$ cat src/rtl/player_button_decoder_if.sv
// Player button bundle: controller-side request/speed, raw board buttons and the
// decoded colour result flowing back to the controller.
interface player_button_decoder_if #(
    parameter int COLOR_CODEFY_W = 2
);
    logic                      enable;
    logic                      speed;
    logic                      btn_red;
    logic                      btn_green;
    logic                      btn_blue;
    logic                      btn_yellow;
    logic [COLOR_CODEFY_W-1:0] color_out;
    logic                      press_valid;
    logic                      timeout;
    logic                      busy;

    modport master (
        output enable, speed, btn_red, btn_green, btn_blue, btn_yellow,
        input  color_out, press_valid, timeout, busy
    );

    modport slave (
        input  enable, speed, btn_red, btn_green, btn_blue, btn_yellow,
        output color_out, press_valid, timeout, busy
    );
endinterface

$ cat src/rtl/player_button_decoder.sv
// Genius/Simon player front end: synchronises and debounces the four colour
// buttons, emits one validated colour code per press and flags slow responses.
module player_button_decoder #(
    parameter int COLOR_CODEFY_W  = 2,
    parameter int DEBOUNCE_CYCLES = 16,
    parameter int TIMEOUT_SLOW    = 50000000,
    parameter int TIMEOUT_FAST    = 25000000
) (
    input  logic                    clk,
    input  logic                    rst,
    player_button_decoder_if.slave  bus
);

    localparam int TIMER_MAX = (TIMEOUT_SLOW > TIMEOUT_FAST) ? TIMEOUT_SLOW : TIMEOUT_FAST;
    localparam int TIMER_W   = $clog2(TIMER_MAX + 1);
    localparam int DEB_W     = $clog2(DEBOUNCE_CYCLES + 1);

    localparam logic [TIMER_W-1:0] SLOW_LAST = TIMER_W'(TIMEOUT_SLOW - 1);
    localparam logic [TIMER_W-1:0] FAST_LAST = TIMER_W'(TIMEOUT_FAST - 1);
    localparam logic [TIMER_W-1:0] TIMER_SAT = TIMER_W'(TIMER_MAX);
    localparam logic [DEB_W-1:0]   DEB_LAST  = DEB_W'(DEBOUNCE_CYCLES - 1);
    localparam logic [DEB_W-1:0]   DEB_SAT   = DEB_W'(DEBOUNCE_CYCLES);

    typedef enum logic [1:0] {
        IDLE,
        WAIT_RELEASE,
        ARMED,
        DEBOUNCE
    } state_t;

    state_t                    state_q, state_d;
    logic [3:0]                sync1_q, sync1_d;
    logic [3:0]                sync2_q, sync2_d;
    logic [DEB_W-1:0]          deb_cnt_q, deb_cnt_d;
    logic [TIMER_W-1:0]        timer_q, timer_d;
    logic [1:0]                latched_q, latched_d;
    logic [COLOR_CODEFY_W-1:0] color_q, color_d;
    logic                      press_valid_q, press_valid_d;
    logic                      timeout_q, timeout_d;

    logic                      s_none;
    logic                      s_single;
    logic [1:0]                s_index;
    logic                      s_matches_latched;
    logic                      timer_expired;
    logic [TIMER_W-1:0]        timer_inc;
    logic [DEB_W-1:0]          deb_inc;

    always_ff @(posedge clk or posedge rst) begin
        if (rst) begin
            state_q       <= IDLE;
            sync1_q       <= '0;
            sync2_q       <= '0;
            deb_cnt_q     <= '0;
            timer_q       <= '0;
            latched_q     <= '0;
            color_q       <= '0;
            press_valid_q <= 1'b0;
            timeout_q     <= 1'b0;
        end else begin
            state_q       <= state_d;
            sync1_q       <= sync1_d;
            sync2_q       <= sync2_d;
            deb_cnt_q     <= deb_cnt_d;
            timer_q       <= timer_d;
            latched_q     <= latched_d;
            color_q       <= color_d;
            press_valid_q <= press_valid_d;
            timeout_q     <= timeout_d;
        end
    end

    // Bit order of the synchronised vector matches the colour code.
    always_comb begin
        s_single = 1'b1;
        s_index  = 2'd0;
        case (sync2_q)
            4'b0001: s_index = 2'd0;
            4'b0010: s_index = 2'd1;
            4'b0100: s_index = 2'd2;
            4'b1000: s_index = 2'd3;
            default: s_single = 1'b0;
        endcase
    end

    assign s_none            = (sync2_q == 4'b0000);
    assign s_matches_latched = (sync2_q == (4'b0001 << latched_q));
    assign timer_expired     = (timer_q >= (bus.speed ? FAST_LAST : SLOW_LAST));
    assign timer_inc         = (timer_q == TIMER_SAT) ? timer_q : timer_q + TIMER_W'(1);
    assign deb_inc           = (deb_cnt_q == DEB_SAT) ? deb_cnt_q : deb_cnt_q + DEB_W'(1);

    always_comb begin
        state_d       = state_q;
        sync1_d       = {bus.btn_yellow, bus.btn_blue, bus.btn_green, bus.btn_red};
        sync2_d       = sync1_q;
        deb_cnt_d     = deb_cnt_q;
        timer_d       = timer_q;
        latched_d     = latched_q;
        color_d       = color_q;
        press_valid_d = 1'b0;
        timeout_d     = 1'b0;

        case (state_q)
            IDLE: begin
                if (bus.enable) begin
                    state_d   = WAIT_RELEASE;
                    deb_cnt_d = '0;
                end
            end

            // A button still held from the previous step must be released first.
            WAIT_RELEASE: begin
                if (!bus.enable) begin
                    state_d = IDLE;
                end else if (!s_none) begin
                    deb_cnt_d = '0;
                end else if (deb_cnt_q == DEB_LAST) begin
                    state_d = ARMED;
                    timer_d = '0;
                end else begin
                    deb_cnt_d = deb_inc;
                end
            end

            ARMED: begin
                if (!bus.enable) begin
                    state_d = IDLE;
                end else begin
                    timer_d = timer_inc;
                    if (timer_expired) begin
                        timeout_d = 1'b1;
                        state_d   = IDLE;
                    end else if (s_single) begin
                        latched_d = s_index;
                        deb_cnt_d = '0;
                        state_d   = DEBOUNCE;
                    end
                end
            end

            // Acceptance is checked before expiry so a press landing on the last cycle wins.
            DEBOUNCE: begin
                if (!bus.enable) begin
                    state_d = IDLE;
                end else begin
                    timer_d = timer_inc;
                    if (s_matches_latched && (deb_cnt_q == DEB_LAST)) begin
                        color_d       = COLOR_CODEFY_W'(latched_q);
                        press_valid_d = 1'b1;
                        deb_cnt_d     = '0;
                        state_d       = WAIT_RELEASE;
                    end else if (timer_expired) begin
                        timeout_d = 1'b1;
                        state_d   = IDLE;
                    end else if (s_matches_latched) begin
                        deb_cnt_d = deb_inc;
                    end else begin
                        state_d = ARMED;
                    end
                end
            end

            default: state_d = IDLE;
        endcase
    end

    assign bus.color_out   = color_q;
    assign bus.press_valid = press_valid_q;
    assign bus.timeout     = timeout_q;
    assign bus.busy        = (state_q != IDLE);

endmodule

$ cat src/flat_wrapper.sv
// flat-port wrapper written by rule: the top's interface ports become plain ports
module player_button_decoder_flat 
#(
    parameter int COLOR_CODEFY_W  = 2,
    parameter int DEBOUNCE_CYCLES = 16,
    parameter int TIMEOUT_SLOW    = 50000000,
    parameter int TIMEOUT_FAST    = 25000000
)
  (clk, rst, bus_enable, bus_speed, bus_btn_red, bus_btn_green, bus_btn_blue, bus_btn_yellow, bus_color_out, bus_press_valid, bus_timeout, bus_busy);
  player_button_decoder_if #(.COLOR_CODEFY_W(COLOR_CODEFY_W)) bus_i ();
  input  logic clk;
  input  logic rst;
  input wire logic [$bits(bus_i.enable)-1:0] bus_enable;
  input wire logic [$bits(bus_i.speed)-1:0] bus_speed;
  input wire logic [$bits(bus_i.btn_red)-1:0] bus_btn_red;
  input wire logic [$bits(bus_i.btn_green)-1:0] bus_btn_green;
  input wire logic [$bits(bus_i.btn_blue)-1:0] bus_btn_blue;
  input wire logic [$bits(bus_i.btn_yellow)-1:0] bus_btn_yellow;
  output wire logic [$bits(bus_i.color_out)-1:0] bus_color_out;
  output wire logic [$bits(bus_i.press_valid)-1:0] bus_press_valid;
  output wire logic [$bits(bus_i.timeout)-1:0] bus_timeout;
  output wire logic [$bits(bus_i.busy)-1:0] bus_busy;
  assign bus_i.enable = bus_enable;
  assign bus_i.speed = bus_speed;
  assign bus_i.btn_red = bus_btn_red;
  assign bus_i.btn_green = bus_btn_green;
  assign bus_i.btn_blue = bus_btn_blue;
  assign bus_i.btn_yellow = bus_btn_yellow;
  assign bus_color_out = bus_i.color_out;
  assign bus_press_valid = bus_i.press_valid;
  assign bus_timeout = bus_i.timeout;
  assign bus_busy = bus_i.busy;
  player_button_decoder #(.COLOR_CODEFY_W(COLOR_CODEFY_W), .DEBOUNCE_CYCLES(DEBOUNCE_CYCLES), .TIMEOUT_SLOW(TIMEOUT_SLOW), .TIMEOUT_FAST(TIMEOUT_FAST)) u_core (.clk(clk), .rst(rst), .bus(bus_i));
endmodule
$ cat config.mk
export PLATFORM = sky130hd
export DESIGN_NAME = player_button_decoder_flat
export DESIGN_NICKNAME = d
export VERILOG_FILES = /design/src/rtl/player_button_decoder_if.sv /design/src/rtl/player_button_decoder.sv /design/src/flat_wrapper.sv
export SDC_FILE = /design/constraint.sdc
export NUM_CORES = 1
export LEC_CHECK = 0
export CELL_PAD_IN_SITES_DETAIL_PLACEMENT = 0
export CELL_PAD_IN_SITES_GLOBAL_PLACEMENT = 1
export CORE_AREA = 2 2 73 102
export DETAILED_ROUTE_END_ITERATION = 8
export DIE_AREA = 0 0 75 104
export PLACE_DENSITY = 0.8
export SLEW_MARGIN = 20
export SYNTH_ARGS = -nofsm -noshare
export SYNTH_HDL_FRONTEND = slang
export SYNTH_SLANG_ARGS = --single-unit
$ cat constraint.sdc
create_clock -name clk -period 2.15 [get_ports clk]
set_input_delay 0.43 -clock clk [delete_from_list [all_inputs] [get_ports clk]]
set_output_delay 0.43 -clock clk [all_outputs]
set_load 0.05 [all_outputs]
==> results of run 1 <==
==> kinds of logic (layout without fill, tap and decap cells) <==
group,after synthesis,after routing
AOI/OAI and AO/OA,56,56
xor gates and xnor gates,14,14
and+or+nand+nor,141,141
muxes,5,5
adders and majority gates,14,14
buffers and inverters,26,84
DFF,47,47
==> cell usage in the layout, fill, tap and decap left out, types with 3 or more instances in the layout <==
master and n:
buf_12 3, clkbuf_8 5, inv_1 13, clkdlybuf4s50_1 10
mux2_2 3, o31ai_1 4, buf_4 45, o21ai_0 14
o21ai_1 4, nand4_1 10, nand2_1 30, or3_1 3
and3_1 6, ha_1 10, nor4_4 4, o211ai_1 3
nor3_1 14, dfrtp_1 46, nor2_2 3, xnor2_1 10
ha_4 3, nor4_1 3, and3b_1 3, xor2_1 4
a21oi_1 7, nand3_1 12, nor2_1 27, a22o_1 5
==> cell type report <==
| class | instances | area, um^2 | share of cell area |
|---|---|---|---|
| clock buffer | 5 | 68.82 | 0.01876 |
| sequential | 47 | 1177 | 0.3211 |
| timing repair buffer | 61 | 525.5 | 0.1433 |
| tap | 95 | 118.9 | 0.03241 |
| multi-input combinational | 230 | 1677 | 0.4572 |
| clock inverter | 3 | 43.79 | 0.01194 |
| inverter | 15 | 56.30 | 0.01535 |
==> power breakdown <==
group	internal [mW]	switching [mW]	leakage (nW)	total [mW]
combinational	0.0978	0.104	0.959	0.202
clock	0.347	0.308	0.0581	0.655
sequential	0.902	0.0154	0.618	0.918
==> sequential cells by signal, indices dropped and copies added (netlist names) <==
| signal | cells |
|---|---|
| u_core.sync2_q | 4 |
| u_core.deb_cnt_q | 5 |
| u_core.latched_q | 2 |
| u_core.timer_q | 26 |
| u_core.state_q | 2 |
| u_core.bus.timeout | 1 |
| u_core.bus.press_valid | 1 |
| u_core.bus.color_out | 2 |
| u_core.sync1_q | 4 |
==> routing by layer <==
layer | global-route usage | routed length (um) | vias to the layer above
li1 | - | - | 1212
met5 | 0 | 0 | -
met4 | 0.08036 | 136 | 0
met3 | 0.03488 | 195 | 12
met2 | 0.3127 | 3739 | 52
met1 | 0.2148 | 2817 | 1183
==> repair_timing <==
action                     4_1_cts  5_1_grt
hold buffers                     0        0
pin swaps                       13       10
gates resized for setup         14       19
setup endpoints to repair       20       24
hold endpoints to repair         0        0
setup buffers                    2        4
==> final timing paths <==
check / start / end / slack [ns] / cells after the start
hold reg to reg: u_core.sync1_q[3] / u_core.sync2_q[3] / 0.36 / 0
hold / removal: u_core.sync1_q[3] / u_core.sync2_q[3] / 0.36 / 0
min in group asynchronous: rst / u_core.bus.press_valid / 0.42 / 2
setup reg to reg: u_core.timer_q[17] / u_core.deb_cnt_q[1] / -0.05 / 8
setup / recovery: u_core.timer_q[17] / u_core.deb_cnt_q[1] / -0.05 / 8
max in group asynchronous: rst / u_core.timer_q[17] / 1.22 / 3
==> results.md, run 1 <==
- Outcome: finished with violations
- Failing checks: negative setup slack
- Arrival @ worst endpoint: 2.39 ns
- Final setup vio count: 5
- Post-synth top area share: 0.4183
- Clock Root Buffer: clkbuf_8
- Area grow syn2layout: 30.44%
- Yosys warns: 0
- Synth Area in Simple Gates: 0.2773
- Worst slack at placement: -0.9282 ns
- Sink Count: 47
- Initial Utilization: 0.4080
- Via count: 2459
- Final hold violations: 0
- Buf/Inv on CP: 0
- Placed Cells: 443
- Top Ports: 13
- TritonCTS clock tree: yes
- CP startpoint kind: flop
- Cell family with most CP delay: compound AO/OA/AOI/OAI gates
- CP Cell Sequence: ha_4 -> nand4_1 -> nor4b_2 -> a211oi_2 -> o211a_1 -> a2bb2oi_2 -> nand2_2 -> a221o_1
- TritonRoute pass-1 iters: 4
- Die Y: 104 um
- DRT iter0 DRCs: 150
- Non-Filler Cell Area, Final: 3667 um^2
- Fin crit share: 1.022
- Clk pin slew, worst setup/hold paths: 0.09 ns
- Synth top cells by count: 47 x dfrtp_1, 31 x nand2_1, 27 x nor2_1, 18 x o21ai_0
- Final nets: 382
- Slew HR: 0.6656
- Area contributors post-synth: dfrtp_1 42%, ha_1 6.2%, nand2_1 4.1%
- Initial antenna violation count: 0
- Synth Cell Area: 2811 um^2
- Final worst slack: -0.04699 ns
- CP max stage cell: dfrtp_2
- Static leakage: 1.635 nW
- FP Rows: 36
- DR vias/cell: 5.393
- Die Wd: 75 um
- Post-synth EDFFs: 0
- Synth Flop Type: dfrtp_1
- Mux share of post-synthesis cell area: 0.01914
- Share of post-route cells with drive strength above 1: 0.2770
- Largest stage delay on the critical path: 0.44 ns
- Syn Nets: 325
- Synth Area in Adders: 0.06231
- PwrDens: 483.8 nW/um^2
- Min cycle time layout: 2.197 ns
- CTS buffer count: 5
- Largest net degree at the start of global routing: 31
- Final-report max-slew violation count: 0
- First-pass GRT wire length: 11.10 mm
- WL per Instance: 15.11 um
- DP HPWL: 5.092 mm
- Yosys top cell by area: dfrtp_1
- Antenna Nets Post-Route: 0
- Min-Delay Path Class: flop to flop
- Maximum vdd drop: 0.0003353 V
- Post-synthesis sequential area ratio: 0.4183
- RSZ-0062 raised after global routing: yes
- Total power: 1.774 mW
- Worst Tran Pin Value: 0.5001 ns
- Core Box Area: 6892 um^2
- Vias in the first global route: 2388
- Sum Neg Setup Slack: -0.1292 ns
- Synth Area in XOR/XNOR: 0.04361
- DRC: 0
- Port Buf Inserts: 12
- Mapped Cells: 303
- Worst EP required: 2.34 ns
- FILL cells: 622
- Hold slack: 0.3621 ns
- CP endpoint kind: flop
- Placer Congestion: 0.8569
- Post-Syn Area per Cell: 9.279 um^2
- Post-synth cell types: 52
- Main combinational cell family by area after synthesis: simple AND/OR/NAND/NOR gates
- Number of max-cap violations: 0
- WL final: 6.889 mm
- Synth Area in Compound Gates: 0.1348
- Layout Cells excl Fill: 456
- Synth Register Bits: 47
- Clock insertion delay at the later pin of the skew report: 0.30 ns
- Top-count cell post-synth: dfrtp_1
- Clock Path Buffers: 2
- Crit path max fanout: 4
- Fraction of registers with async set/reset: 1.000
- Placed Area: 3391 um^2
- GR Overflow Total: 0
- Crit Path Class: flop to flop
- Util after Layout: 0.5321
- F_max: 455.2 MHz
- CTS HTree Levels: 2
- GRT Total Usage: 0.1831
- # diodes: 0
- Die footprint: 7800 um^2
- Skew final: 0.008320 ns
No activity file was read; power rests on OpenSTA's default activity.
==> run 2, diff against run 1 <==
Settings changed: CTS_CLUSTER_DIAMETER set to 120.
==> results of run 2 <==
No change in the layout: final DEF, timing and power equal those of run 1.
